$ cat config.mk
export PLATFORM = sky130hd
export DESIGN_NAME = sram_wr_scheduler
export DESIGN_NICKNAME = d
export VERILOG_FILES = /design/src/rtl/sram_wr_scheduler.sv
export SDC_FILE = /design/constraint.sdc
export NUM_CORES = 1
export LEC_CHECK = 0
export CAP_MARGIN = 20
export CORE_AREA = 2 2 346 348
export CTS_CLUSTER_DIAMETER = 60
export DETAILED_ROUTE_END_ITERATION = 8
export DIE_AREA = 0 0 348 350
export GPL_ROUTABILITY_DRIVEN = 0
export HOLD_SLACK_MARGIN = 0.15
export PLACE_DENSITY = 0.34
export SYNTH_ARGS = -nofsm -noshare
export SYNTH_HDL_FRONTEND = slang
export SYNTH_SLANG_ARGS = --single-unit
$ cat constraint.sdc
create_clock -name clk_i -period 9.44 [get_ports clk_i]
set_input_delay 1.416 -clock clk_i [delete_from_list [all_inputs] [get_ports clk_i]]
set_output_delay 1.416 -clock clk_i [all_outputs]
set_load 0.02 [all_outputs]
$ cat src/rtl/sram_wr_scheduler.sv
// Chunk-granular round-robin scheduler sharing the SRAM write bus between IFM and filter loaders.
// state | meaning: IDLE wait start_i, ARB pick requester, BURST stream one chunk, DONE session end pulse.
module sram_wr_scheduler #(
  parameter int BUS_SIZE       = 32,
  parameter int DAT_SIZE       = 8,
  parameter int WR_DAT_CYC_NUM = 4,
  parameter int IFM_CHUNK_NUM  = 16,
  parameter int FIL_CHUNK_NUM  = 4,
  localparam int DW    = $clog2(WR_DAT_CYC_NUM),
  localparam int MAXC  = (IFM_CHUNK_NUM > FIL_CHUNK_NUM) ? IFM_CHUNK_NUM : FIL_CHUNK_NUM,
  localparam int CW    = ($clog2(MAXC) < 1) ? 1 : $clog2(MAXC)
) (
  input  logic                         clk_i,
  input  logic                         rst_i,
  input  logic                         start_i,
  input  logic                         ifm_valid_i,
  input  logic [BUS_SIZE-1:0]          ifm_sparsemap_i,
  input  logic [BUS_SIZE*DAT_SIZE-1:0] ifm_data_i,
  output logic                         ifm_ready_o,
  input  logic                         fil_valid_i,
  input  logic [BUS_SIZE-1:0]          fil_sparsemap_i,
  input  logic [BUS_SIZE*DAT_SIZE-1:0] fil_data_i,
  output logic                         fil_ready_o,
  output logic                         wr_valid_o,
  output logic                         wr_sel_o,
  output logic [BUS_SIZE-1:0]          wr_sparsemap_o,
  output logic [BUS_SIZE*DAT_SIZE-1:0] wr_data_o,
  output logic [DW-1:0]                wr_dat_count_o,
  output logic [CW-1:0]                wr_chunk_count_o,
  output logic                         busy_o,
  output logic                         done_o
);

  localparam logic [1:0] ST_IDLE  = 2'd0;
  localparam logic [1:0] ST_ARB   = 2'd1;
  localparam logic [1:0] ST_BURST = 2'd2;
  localparam logic [1:0] ST_DONE  = 2'd3;

  localparam logic [CW:0]   IFM_TOT  = (CW+1)'(IFM_CHUNK_NUM);
  localparam logic [CW:0]   FIL_TOT  = (CW+1)'(FIL_CHUNK_NUM);
  localparam logic [DW-1:0] BEAT_END = DW'(WR_DAT_CYC_NUM - 1);

  logic [1:0]                   r_state;
  logic [CW:0]                  r_ifm_cnt;
  logic [CW:0]                  r_fil_cnt;
  logic [DW-1:0]                r_beat;
  logic                         r_grant;
  logic                         r_last;
  logic                         r_wr_valid;
  logic                         r_wr_sel;
  logic [BUS_SIZE-1:0]          r_wr_sm;
  logic [BUS_SIZE*DAT_SIZE-1:0] r_wr_data;
  logic [DW-1:0]                r_wr_dat_cnt;
  logic [CW-1:0]                r_wr_chunk;

  logic          w_ifm_left;
  logic          w_fil_left;
  logic          w_ifm_elig;
  logic          w_fil_elig;
  logic          w_pick_fil;
  logic          w_acc;
  logic [CW-1:0] w_sel_cnt;

  assign w_ifm_left = (r_ifm_cnt < IFM_TOT);
  assign w_fil_left = (r_fil_cnt < FIL_TOT);
  assign w_ifm_elig = ifm_valid_i && w_ifm_left;
  assign w_fil_elig = fil_valid_i && w_fil_left;
  // On a tie the requester not served last wins; r_last=0 means IFM went last.
  assign w_pick_fil = w_fil_elig && (!w_ifm_elig || !r_last);
  assign w_acc      = (r_state == ST_BURST) && (r_grant ? fil_valid_i : ifm_valid_i);
  assign w_sel_cnt  = r_grant ? r_fil_cnt[CW-1:0] : r_ifm_cnt[CW-1:0];

  always_ff @(posedge clk_i or posedge rst_i) begin
    if (rst_i) begin
      r_state      <= ST_IDLE;
      r_ifm_cnt    <= '0;
      r_fil_cnt    <= '0;
      r_beat       <= '0;
      r_grant      <= 1'b0;
      r_last       <= 1'b0;
      r_wr_valid   <= 1'b0;
      r_wr_sel     <= 1'b0;
      r_wr_sm      <= '0;
      r_wr_data    <= '0;
      r_wr_dat_cnt <= '0;
      r_wr_chunk   <= '0;
    end else begin
      r_wr_valid <= w_acc;
      if (w_acc) begin
        r_wr_sel     <= r_grant;
        r_wr_sm      <= r_grant ? fil_sparsemap_i : ifm_sparsemap_i;
        r_wr_data    <= r_grant ? fil_data_i : ifm_data_i;
        r_wr_dat_cnt <= r_beat;
        r_wr_chunk   <= w_sel_cnt;
      end
      case (r_state)
        ST_IDLE: begin
          if (start_i) begin
            r_ifm_cnt <= '0;
            r_fil_cnt <= '0;
            r_beat    <= '0;
            r_state   <= ST_ARB;
          end
        end
        ST_ARB: begin
          if (!w_ifm_left && !w_fil_left) begin
            r_state <= ST_DONE;
          end else if (w_ifm_elig || w_fil_elig) begin
            r_grant <= w_pick_fil;
            r_beat  <= '0;
            r_state <= ST_BURST;
          end
        end
        ST_BURST: begin
          if (w_acc) begin
            if (r_beat == BEAT_END) begin
              r_beat  <= '0;
              r_last  <= r_grant;
              r_state <= ST_ARB;
              if (r_grant) r_fil_cnt <= r_fil_cnt + (CW+1)'(1);
              else         r_ifm_cnt <= r_ifm_cnt + (CW+1)'(1);
            end else begin
              r_beat <= r_beat + DW'(1);
            end
          end
        end
        ST_DONE:  r_state <= ST_IDLE;
        default:  r_state <= ST_IDLE;
      endcase
    end
  end

  assign ifm_ready_o      = (r_state == ST_BURST) && !r_grant;
  assign fil_ready_o      = (r_state == ST_BURST) && r_grant;
  assign busy_o           = (r_state != ST_IDLE);
  assign done_o           = (r_state == ST_DONE);
  assign wr_valid_o       = r_wr_valid;
  assign wr_sel_o         = r_wr_sel;
  assign wr_sparsemap_o   = r_wr_sm;
  assign wr_data_o        = r_wr_data;
  assign wr_dat_count_o   = r_wr_dat_cnt;
  assign wr_chunk_count_o = r_wr_chunk;

endmodule

Word-level counts from Yosys, hierarchy flattened
Cells that the tools add are included.
{"block": "word_totals", "wordCells": 79, "ff_bits": 312, "in_bits": 581, "out_inout_bits": 300}
{"block": "classes", "n_bitwise": 1, "n_addsub": 3, "eq_ne": 12, "n_reduce_logical": 24, "magnitude_cmp": 2, "n_mux": 25}
{"op": "256-bit 2-to-1 mux", "n": 1}
{"op": "5-bit 2-to-1 mux", "n": 7}
{"op": "32-bit 2-to-1 mux", "n": 1}
{"op": "2-bit 2-to-1 mux", "n": 10}
{"op": "5-bit case mux with 2 select lines", "n": 2}
{"op": "5-bit AND reduction", "n": 3}
{"op": "2-bit != test (second input constant)", "n": 7}
{"op": "5-bit by 1-bit adder with 5-bit output (second input constant)", "n": 2}
{"op": "2-bit case mux with 4 select lines", "n": 1}
{"op": "1-bit logical AND", "n": 7}
{"op": "2-bit == test (second input constant)", "n": 3}
{"op": "2-bit case mux with 3 select lines", "n": 1}
{"op": "3-bit AND reduction", "n": 2}
{"op": "1-bit logical NOT", "n": 5}
{"op": "5-bit by 3-bit < comparator with 1-bit output (second input constant)", "n": 1}
{"op": "5-bit < comparator (second input constant)", "n": 1}
{"op": "4-bit 2-to-1 mux", "n": 1}
{"op": "4-bit AND reduction", "n": 1}
{"op": "2-bit nonzero test", "n": 2}
{"op": "3-bit != test (second input constant)", "n": 1}
{"op": "3-bit nonzero test", "n": 1}
{"op": "2-bit by 1-bit adder with 2-bit output (second input constant)", "n": 1}
{"op": "2-bit by 1-bit == test with 1-bit output (second input constant)", "n": 1}
{"op": "2-bit logical NOT", "n": 1}
{"op": "other kinds (3)", "n": 4}

Logic depth before layout (Yosys ltp)
{"block": "logic_depth", "depth_word": 6, "mapped_depth": 7, "ltp_nobuf": 4}

Worst setup path after synthesis
No wires, ideal clock.
{"block": "synth_timing", "path_type": "reg2out", "startpoint": "register r_state[0]", "endpoint": "output fil_ready_o", "path_slack_ns": 6.702, "t_arrival_ns": 1.322, "required_time_ns": 8.024, "stages_incl_launch_ff": 6, "n_path_buf": 3, "cell_sequence": "dfrtp_1 buf_2 nor2b_1 buf_2 buf_1 and2_1"}
{"block": "synth_via", "elab_chain_len": 2}
{"element": "start, declared", "line": "43", "rtl": "logic [1:0] r_state;"}
{"element": "start signal, assigned", "line": "75", "rtl": "r_state <= ST_IDLE;"}
{"element": "start signal, assigned", "line": "102", "rtl": "r_state <= ST_ARB;"}
{"element": "start signal, assigned", "line": "107", "rtl": "r_state <= ST_DONE;"}
{"element": "2-bit == test", "line": "134", "rtl": "assign fil_ready_o = (r_state == ST_BURST) && r_grant;"}
{"element": "1-bit logical AND", "line": "134"}
{"element": "end, declared", "line": "23", "rtl": "output logic fil_ready_o,"}
No other way between the ends.

Worst setup path in the final report
{"block": "layout_timing", "startpoint": "register r_grant", "endpoint": "output fil_ready_o"}
{"block": "layout_via", "elab_chain_len": 1}
{"element": "start, declared", "line": "47", "rtl": "logic r_grant;"}
{"element": "start signal, assigned", "line": "109", "rtl": "r_grant <= w_pick_fil;"}
{"element": "1-bit logical AND", "line": "134"}
No other way between the ends.

==> out/qor.yml <==
clocking:
  clock_latency_ps: 610
  cts_buffers: 46
  cts_tree: "yes"
  clockBufferDepth: 3
  post_cts_resized: 0
  numClockSinks: 312
  htree_levels: 2
  hold_buffers: 0
  post_cts_buffers: 0
  clk_pin_slew_ps: 50
  clockRootBuffer: "clkbuf_16"
yosys:
  synth-edff-count: 0
  yosysTopAreaCell: "dfrtp_1"
  synth.distinct_cells: 42
  synth_cells: 1415
  synth_flop_cell: "dfrtp_1"
  syn-num-nets: 1999
  avgSynthCellArea_um2: 10.6
  yosysMostFrequentCell: "a21oi_1"
  ys_ff_latch: 312
  seq_area_frac_synth_pct: 52.0
  yosys-top-cells-area: "dfrtp_1 (52%), mux2i_1 (20%), a21oi_1 (20%)"
  synthArstFlopShare_pct: 100
  yosys_warnings: 0
  synth_common_cells: "a21oi_1 (588), dfrtp_1 (312), mux2i_1 (299)"
  yosysTopAreaCellShare_pct: 52.0
  syn_area_um2: 15000
sta:
  worst_hold_slack_ps: 503
  hold_viol_final: 0
  max_slew_margin_pct: 25.9
  finClkSkew_ps: 21.9
  drv_slew: 0
  worstMarginPinSlew_ps: 1110
  fmax_ghz: 0.227
  setup_violations: 0
  setup-tns-final_ps: 0
  rsz0062_at_grt: "no"
  finalCritPeriodShare_pct: 46.7
  fin_crit_ps: 4410
finish:
  nets: 2808
  layout-drive-gt1-share_pct: 4.56
  seq_area_um2: 7810
  fillers: 12585
  n_antenna_cell: 0
  multi_input_area_um2: 6470
  final_cell_area_um2: 26900
  final_util_pct: 22.9
  area_growth_pct: 79.2
setup_path:
  start_kind: "flip-flop"
  reg2reg_slack_ps: 5320
  r2r_end: "wr_data_o[128]"
  worst-r2r-cell-count: 5
  crit_chain: "buf_4 > and2_1 > clkdlybuf4s50_1"
  cp-end-kind: "output pin"
  required_ps: 8020
  arrival_ps: 2990
  rr_startpoint: "r_grant"
  cp_max_fo: 47
  crit_slowest_cell: "dfrtp_4"
  path_class: "reg -> out"
  crit_path_max_incr_delay_ps: 950
drt:
  vias_per_cell: 3.79
  dr.pass1.iters: 5
  ant_nets: 0
  drt_iter0_drc: 627
  vias: 14374
  wl_per_cell_um: 19.8
  routed_wl_um: 75000
  drc: 0
placed_design:
  hpwlAfterDp_um: 55800
  io_buffers: 880
  place_area_um2: 25300
global_routing:
  use_met1_pct: 12.3
  grt_overflow: 0
  grt_pass1_vias: 15131
  grt_first_pass_wirelength_um: 105000
  antenna_found_initial: 1
  grt-busiest-layer: "met2"
  grtUsageTotal_pct: 11.6
  grt.met2_usage_pct: 21.8
  grt_util_met3_pct: 3.49
  grt_start_max_net_pins: 157
job:
  drv_cap: 0
outcome:
  status: "completed"
worst_hold_path:
  hold_class: "reg -> reg"
  hold-path-endpoint: "r_last"
  hold_depth: 1
  hp-start: "r_last"
pwr:
  vdd_drop_max_uv: 183
  power.density_nw_per_um2: 336
  p_leak_uw: 0.0110
  power_uw: 9040
floorplanning:
  start_util_pct: 12.8
  die_x_um: 348
  die_area_um2: 122000
  io_pins: 881
  die_h_um: 350
  rows: 126
  core_um2: 118000
-- layout by cell type (no fill, tap or decap), types with 3 or more instances in the layout --
master / n
clkdlybuf4s50_1: 880
a21oi_1: 588
dfrtp_1: 311
mux2i_1: 299
clkbuf_16: 46
nand3_1: 11
nand2_1: 10
clkbuf_1: 10
clkbuf_8: 9
buf_12: 9
inv_1: 8
buf_4: 7
nand2b_1: 6
clkinv_2: 5
bufinv_16: 5
a211oi_1: 4
clkinvlp_4: 3
o21ai_0: 3
ha_1: 3
inv_6: 3
-- per-stage QoR --
stage,setup WS [ps],std cells
2_1_floorplan,3870,1415
3_3_place_gp,5120,3709
3_5_place_dp,5270,3710
4_1_cts,4880,3795
5_1_grt,4840,3797
6_report,5030,3797
-- worst max-delay path, delay by kind of cell, from the launching register on --
family | cells | cell delay (ps)
flip-flops | 1 | 950
buffers and inverters | 2 | 1210
AND/OR/NAND/NOR | 1 | 210
-- kinds of logic (layout without fill, tap and decap cells) --
kind of cell / Yosys count / in the layout / share of synthesized area [%]
and+or+nand+nor: 43 / 43 / 1.69
muxes: 304 / 304 / 20.4
DFF: 312 / 312 / 52.0
AOI/OAI and AO/OA: 608 / 608 / 20.6
adders and majority gates: 3 / 3 / 0.250
buffers and inverters: 145 / 991 / 5.09
-- power breakdown --
part,internal (uW),total (uW),switching (uW)
combinational,2080,4810,2720
clock,1120,1820,703
sequential,1990,2420,428
-- state kept, by name, indices dropped and copies added (netlist names) --
signal	flops
wr_data_o	256
wr_sparsemap_o	32
r_fil_cnt	5
r_ifm_cnt	5
wr_chunk_count_o	4
r_beat	2
r_state	2
wr_dat_count_o	2
r_grant	1
r_last	1
wr_sel_o	1
wr_valid_o	1
-- final cells by class --
class | count | share of cell area [%]
clock buffer | 65 | 4.88
tap | 1536 | 7.14
sequential | 312 | 29.0
multi-input combinational | 958 | 24.0
inverter | 9 | 0.139
timing repair buffer | 897 | 33.7
clock inverter | 20 | 1.08
-- routing by layer --
| metal | up-vias | wire (um) |
|---|---|---|
| met5 | - | 13 |
| met4 | 2 | 1950 |
| met3 | 88 | 5430 |
| met2 | 516 | 40400 |
| met1 | 6967 | 27200 |
| li1 | 6801 | - |
-- worst max path at each step --
stage / start / cells after the start / slack [ps] / endpoint
2_1_floorplan: rst_i / 1 / 3870 / r_beat[0]
3_3_place_gp: fil_valid_i / 5 / 5120 / wr_dat_count_o[1]
3_5_place_dp: r_grant / 5 / 5270 / wr_data_o[172]
4_1_cts: r_grant / 3 / 4880 / fil_ready_o
5_1_grt: r_grant / 3 / 4840 / fil_ready_o
6_report: r_grant / 3 / 5030 / fil_ready_o
Power figures use the tool's default switching activity.
